$ cat src/rtl/mux_pkg.sv
// Shared constants and helpers for the N-channel stream multiplexer.
// Mode encodings plus the wrap-around priority search used by the arbiter.
package mux_pkg;

  localparam logic MODE_MANUAL = 1'b0;
  localparam logic MODE_RR     = 1'b1;

  localparam int MAX_CH = 32;

  // First set bit of req at or after ptr+1, wrapping modulo n; -1 if none.
  function automatic int rr_pick(
    input logic [MAX_CH-1:0] req,
    input int                ptr,
    input int                n
  );
    int res;
    int idx;
    res = -1;
    for (int k = 1; k <= n; k++) begin
      idx = (ptr + k) % n;
      if (res < 0 && req[idx[4:0]]) res = idx;
    end
    return res;
  endfunction

endpackage

$ cat src/rtl/mux_rr_n_w_arb.sv
// Round-robin arbiter: one-hot grant searched from the slot after the
// last winner; the pointer only moves when the caller reports an accept.
module rr_arbiter_n
  import mux_pkg::*;
#(
  parameter  int N_CH = 4,
  localparam int CW   = $clog2(N_CH)
) (
  input  logic            clk,
  input  logic            rst_n,
  input  logic [N_CH-1:0] req,
  input  logic            advance,
  output logic [N_CH-1:0] grant,
  output logic [CW-1:0]   grant_idx
);

  logic [CW-1:0] ptr_q;
  logic [CW-1:0] ptr_d;
  int            pick;

  always_comb begin
    pick      = rr_pick(MAX_CH'(req), int'(ptr_q), N_CH);
    grant     = '0;
    grant_idx = '0;
    ptr_d     = ptr_q;
    if (pick >= 0) begin
      grant_idx        = CW'(pick);
      grant[grant_idx] = 1'b1;
      if (advance) ptr_d = grant_idx;
    end
  end

  always_ff @(posedge clk or negedge rst_n) begin
    if (!rst_n) ptr_q <= CW'(N_CH - 1);
    else        ptr_q <= ptr_d;
  end

endmodule

$ cat src/rtl/mux_rr_n_w.sv
// N-channel W-bit stream mux with manual or round-robin channel choice
// and a single registered output stage refilled while it drains.
module mux_rr_n_w
  import mux_pkg::*;
#(
  parameter  int N_CH = 4,
  parameter  int W    = 8,
  localparam int CW   = $clog2(N_CH)
) (
  input  logic              clk,
  input  logic              rst_n,
  input  logic              mode,
  input  logic [CW-1:0]     key,
  input  logic [N_CH-1:0]   in_valid,
  input  logic [N_CH*W-1:0] in_data,
  output logic [N_CH-1:0]   in_ready,
  output logic              out_valid,
  output logic [W-1:0]      out_data,
  output logic [CW-1:0]     out_ch,
  input  logic              out_ready
);

  logic [N_CH-1:0] rr_grant;
  logic [CW-1:0]   rr_idx;
  logic [N_CH-1:0] man_grant;
  logic [N_CH-1:0] grant;
  logic [CW-1:0]   gidx;
  logic            load_en;
  logic            xfer;
  logic [W-1:0]    sel_data;

  logic            valid_q, valid_d;
  logic [W-1:0]    data_q, data_d;
  logic [CW-1:0]   ch_q, ch_d;

  rr_arbiter_n #(.N_CH(N_CH)) u_arb (
    .clk       (clk),
    .rst_n     (rst_n),
    .req       (in_valid),
    .advance   (xfer && mode == MODE_RR),
    .grant     (rr_grant),
    .grant_idx (rr_idx)
  );

  // Out-of-range keys (non power-of-two N_CH) select nothing.
  always_comb begin
    man_grant = '0;
    if (int'(key) < N_CH && in_valid[key]) man_grant[key] = 1'b1;
  end

  always_comb begin
    grant    = (mode == MODE_RR) ? rr_grant : man_grant;
    gidx     = (mode == MODE_RR) ? rr_idx : key;
    load_en  = !valid_q || out_ready;
    in_ready = grant & {N_CH{load_en}};
    xfer     = |(in_valid & in_ready);
    sel_data = in_data[gidx*W +: W];
  end

  always_comb begin
    valid_d = valid_q;
    data_d  = data_q;
    ch_d    = ch_q;
    if (load_en) begin
      valid_d = xfer;
      if (xfer) begin
        data_d = sel_data;
        ch_d   = gidx;
      end
    end
  end

  always_ff @(posedge clk or negedge rst_n) begin
    if (!rst_n) begin
      valid_q <= 1'b0;
      data_q  <= '0;
      ch_q    <= '0;
    end else begin
      valid_q <= valid_d;
      data_q  <= data_d;
      ch_q    <= ch_d;
    end
  end

  assign out_valid = valid_q;
  assign out_data  = data_q;
  assign out_ch    = ch_q;

endmodule

$ cat config.mk
export PLATFORM = sky130hd
export DESIGN_NAME = mux_rr_n_w
export DESIGN_NICKNAME = d
export VERILOG_FILES = /design/src/rtl/mux_pkg.sv /design/src/rtl/mux_rr_n_w_arb.sv /design/src/rtl/mux_rr_n_w.sv
export SDC_FILE = /design/constraint.sdc
export NUM_CORES = 1
export LEC_CHECK = 0
export CORE_UTILIZATION = 40
export CTS_BUF_LIST = sky130_fd_sc_hd__clkbuf_16
export DETAILED_ROUTE_END_ITERATION = 16
export PLACE_DENSITY = 0.82
export REMOVE_ABC_BUFFERS = 1
export SYNTH_ARGS = -nofsm -noshare
export SYNTH_HDL_FRONTEND = slang
export SYNTH_SLANG_ARGS = --single-unit
export TNS_END_PERCENT = 100
$ cat constraint.sdc
create_clock -name clk -period 6.1 [get_ports clk]
set_input_delay 1.83 -clock clk [delete_from_list [all_inputs] [get_ports clk]]
set_output_delay 1.83 -clock clk [all_outputs]
set_load 0.02 [all_outputs]
==> impl_metrics.prom <==
# TYPE chip_impl_metric gauge
chip_impl_metric{name="register_area",unit="µm²"} 328
chip_impl_metric{name="synth_edf_count",unit=""} 0
chip_impl_metric{name="die_outline_width",unit="µm"} 53.1
chip_impl_metric{name="antenna_left",unit=""} 0
chip_impl_info{name="most_common_library_cell_in_the_layout_ignoring_fill_and_taps",value="sky130_fd_sc_hd__clkdlybuf4s50_1"} 1
chip_impl_metric{name="netlist-cell-type-count",unit=""} 32
chip_impl_metric{name="area_of_the_mapped_netlist",unit="µm²"} 1040
chip_impl_info{name="path_common_cell",value="sky130_fd_sc_hd__clkdlybuf4s50_1"} 1
chip_impl_metric{name="worst-endpoint-required",unit="ps"} 4270
chip_impl_metric{name="nets",unit=""} 208
chip_impl_metric{name="cts_inserted_buffers",unit=""} 3
chip_impl_metric{name="worst_setup_hold_path_clk_slew",unit="ps"} 40
chip_impl_metric{name="power_density",unit="nW/µm²"} 357
chip_impl_metric{name="starting_density_of_the_core",unit="%"} 42.1
chip_impl_metric{name="yosys_register_bits",unit=""} 13
chip_impl_metric{name="clock_insertion_delay_worst_skew",unit="ps"} 240
chip_impl_info{name="rsz0062_at_grt",value="false"} 1
chip_impl_metric{name="dpl.cell_count",unit=""} 191
chip_impl_metric{name="std_cell_rows",unit=""} 18
chip_impl_metric{name="h_tree_lvls",unit=""} 1
chip_impl_metric{name="tightestPinTransition",unit="ps"} 729
chip_impl_info{name="run_status",value="completed"} 1
chip_impl_info{name="top_usage_layer",value="met2"} 1
chip_impl_metric{name="synth_sequential_area_ratio",unit="%"} 31.4
chip_impl_metric{name="worst_path_largest_cell_delay",unit="ps"} 630
chip_impl_metric{name="cts.sink_count",unit=""} 13
chip_impl_metric{name="final-instance-count-excl-fill",unit=""} 195
chip_impl_metric{name="global_route.overflow_total",unit=""} 0
chip_impl_metric{name="yosys.area.top_type_share",unit="%"} 26.4
chip_impl_info{name="synth_top_flop_cell",value="sky130_fd_sc_hd__dfrtp_1"} 1
chip_impl_metric{name="areaGrowthSynthToFinish",unit="%"} 64.4
chip_impl_metric{name="drt-initial-drc-count",unit=""} 10
chip_impl_metric{name="critPathArrivalTime",unit="ps"} 4120
chip_impl_metric{name="cts.repair_timing.setup_buffer_count",unit=""} 0
chip_impl_metric{name="setup-tns-final",unit="ps"} 0
chip_impl_metric{name="grt.met1_usage",unit="%"} 22.2
chip_impl_metric{name="gr-usage-met3",unit="%"} 3.45
chip_impl_info{name="crit_path_start_kind",value="input port"} 1
chip_impl_metric{name="dieHeight",unit="µm"} 53.1
chip_impl_metric{name="post-route-period-util",unit="%"} 97.6
chip_impl_metric{name="detail_route.wl_per_cell",unit="µm"} 13.8
chip_impl_metric{name="first_global_vias",unit=""} 1005
chip_impl_metric{name="power_leakage",unit="nW"} 0.719
chip_impl_info{name="cts_tree",value="built"} 1
chip_impl_metric{name="number_of_cells_produced_by_synthesis",unit=""} 104
chip_impl_info{name="crit_path_top_delay_cell",value="sky130_fd_sc_hd__clkdlybuf4s50_1"} 1
chip_impl_info{name="timing_worst_setup_path_type",value="input port to output port"} 1
chip_impl_info{name="cp_cell_sequence",value="clkdlybuf4s50_1 > o21bai_2 > o221a_4 > nor2_1 > or2b_1 > a21oi_1 > clkdlybuf4s50_1"} 1
chip_impl_metric{name="n_antenna_cell",unit=""} 0
chip_impl_metric{name="num-fill-cells",unit=""} 206
chip_impl_metric{name="fin_worst_skew",unit="ps"} 3.26
chip_impl_metric{name="core_area",unit="µm²"} 2480
chip_impl_metric{name="ctsLongestPathBuffers",unit=""} 2
chip_impl_metric{name="final_max_slew_viol_count",unit=""} 0
chip_impl_metric{name="vias_per_cell",unit=""} 5.34
chip_impl_metric{name="number_of_ports_placed_on_the_die_boundary",unit=""} 57
chip_impl_info{name="critPathCaptureType",value="output port"} 1
chip_impl_metric{name="cts.hold.buffers_added",unit=""} 0
chip_impl_metric{name="ys_async_sr_fraction",unit="%"} 100
chip_impl_metric{name="post_route_cells_drive_above_1_share",unit="%"} 16.4
chip_impl_metric{name="grt.met2_usage",unit="%"} 37.1
chip_impl_metric{name="synth-warning-count",unit=""} 0
chip_impl_info{name="most_frequent_cells_in_the_layout",value="sky130_fd_sc_hd__clkdlybuf4s50_1 (56), sky130_fd_sc_hd__mux2i_1 (17), sky130_fd_sc_hd__nand2_1 (13)"} 1
chip_impl_info{name="synth_top_area_cell",value="sky130_fd_sc_hd__dfrtp_1"} 1
chip_impl_metric{name="crit_fanout",unit=""} 6
chip_impl_metric{name="grt_first_pass_wirelength",unit="µm"} 4130
chip_impl_metric{name="die_footprint",unit="µm²"} 2820
chip_impl_metric{name="cap_viol_max_count",unit=""} 0
chip_impl_metric{name="post_cts_resized",unit=""} 0
chip_impl_info{name="cts.root.buffer_cell",value="sky130_fd_sc_hd__clkbuf_16"} 1
chip_impl_metric{name="worst_ir_drop_vdd",unit="µV"} 314
chip_impl_metric{name="final-hold-violation-count",unit=""} 0
chip_impl_metric{name="syn_area_per_cell",unit="µm²"} 10.0
chip_impl_metric{name="drc_violation_count_after_routing",unit=""} 0
chip_impl_metric{name="finalWorstPathRequiredPeriod",unit="ps"} 5950
chip_impl_metric{name="multiInputGateArea",unit="µm²"} 662
chip_impl_metric{name="drtPass1Iterations",unit=""} 4
chip_impl_metric{name="detailedPlacementHpwl",unit="µm"} 2150
chip_impl_metric{name="routed_wirelength",unit="µm"} 2690
chip_impl_metric{name="post_route_total_power",unit="µW"} 612
chip_impl_metric{name="port-buffer-count",unit=""} 56
chip_impl_metric{name="finish.utilization",unit="%"} 69.2
chip_impl_metric{name="antenna_found_initial",unit=""} 0
chip_impl_metric{name="finalWeightedCongestion",unit=""} 0.798
chip_impl_metric{name="relSlewSlack",unit="%"} 51.4
chip_impl_metric{name="setup_viol_count_final",unit=""} 0
chip_impl_metric{name="clock.fmax",unit="MHz"} 168
chip_impl_metric{name="num_vias",unit=""} 1042
chip_impl_metric{name="hold_slack",unit="ps"} 489
chip_impl_metric{name="total_routing_usage_gr",unit="%"} 20.6
chip_impl_metric{name="maximum_number_of_pins_on_one_net_before_global_route_repair",unit=""} 20
chip_impl_info{name="min_path_type",value="flip-flop to flip-flop"} 1
chip_impl_info{name="synth_top_cells_by_area",value="sky130_fd_sc_hd__dfrtp_1 (26%), sky130_fd_sc_hd__mux2i_1 (16%), sky130_fd_sc_hd__mux2_2 (9.7%)"} 1
==> layout make-up <==
class                      count  share of cell area [%]
clock buffer                   3                    4.38
clock inverter                 1                   0.219
inverter                       5                    1.09
multi-input combinational     83                    38.6
sequential                    13                    19.1
tap                           30                    2.19
timing repair buffer          60                    34.4
==> Yosys cell counts (all sizes together), types with 2 or more instances <==
master	instances
nand3b	2
a21oi	6
buf	2
mux2i	17
nor2b	2
inv	5
dfrtp	11
o21ai	10
nand3	3
nor2	9
dfstp	2
mux2	9
nand2	13
==> critical path, delay by kind of cell <==
| kind | cells | cell delay, ps |
|---|---|---|
| and+or+nand+nor | 2 | 560 |
| buffers and inverters | 2 | 1250 |
| AOI/OAI and AO/OA | 3 | 480 |
==> layer usage <==
layer | vias up | wire length [µm] | part of all wire, %
met5 | - | 0 | 0
met4 | 0 | 71 | 2.6
met3 | 6 | 206 | 7.7
met2 | 58 | 1350 | 50
met1 | 481 | 1060 | 39
li1 | 497 | - | -
==> report_power, final <==
| group | switching (mW) | internal [mW] | leakage (nW) |
|---|---|---|---|
| sequential | 0.0299 | 0.132 | 0.154 |
| combinational | 0.161 | 0.170 | 0.522 |
| clock | 0.0331 | 0.0862 | 0.0423 |
| total | 0.224 | 0.388 | 0.719 |
==> flip-flops by register name (all words and copies together), names as in the netlist <==
name and flops:
u_arb.ptr_q 2, out_ch 2, out_data 8, out_valid 1
==> path summary, 6_finish.rpt <==
check,startpoint,cells past startpoint,slack [ps],end
worst max-delay path,in_valid[3],7,150,in_ready[3]
worst min-delay path,out_data[0],2,490,out_data[0]
max in group asynchronous,rst_n,1,3740,out_ch[0]
worst max register to register,u_arb.ptr_q[0],6,3900,out_data[7]
min in group asynchronous,rst_n,1,1970,out_data[5]
worst min register to register,out_data[0],2,490,out_data[0]
==> logic make-up after synthesis <==
| kind of cell | share of synthesized area [%] |
|---|---|
| AOI/OAI and AO/OA | 23.4 |
| buffers and inverters | 5.16 |
| DFF | 31.4 |
| muxes | 26.0 |
| and+or+nand+nor | 14.0 |
==> metrics by stage <==
stage	setup WS [ps]	instance area [µm²]
after detailed placement	142	1640
after floorplan	1200	1010
final	149	1720
after CTS	144	1720
after global placement	214	1640
after global routing	60.5	1720
(Power assumes the default switching activity.)
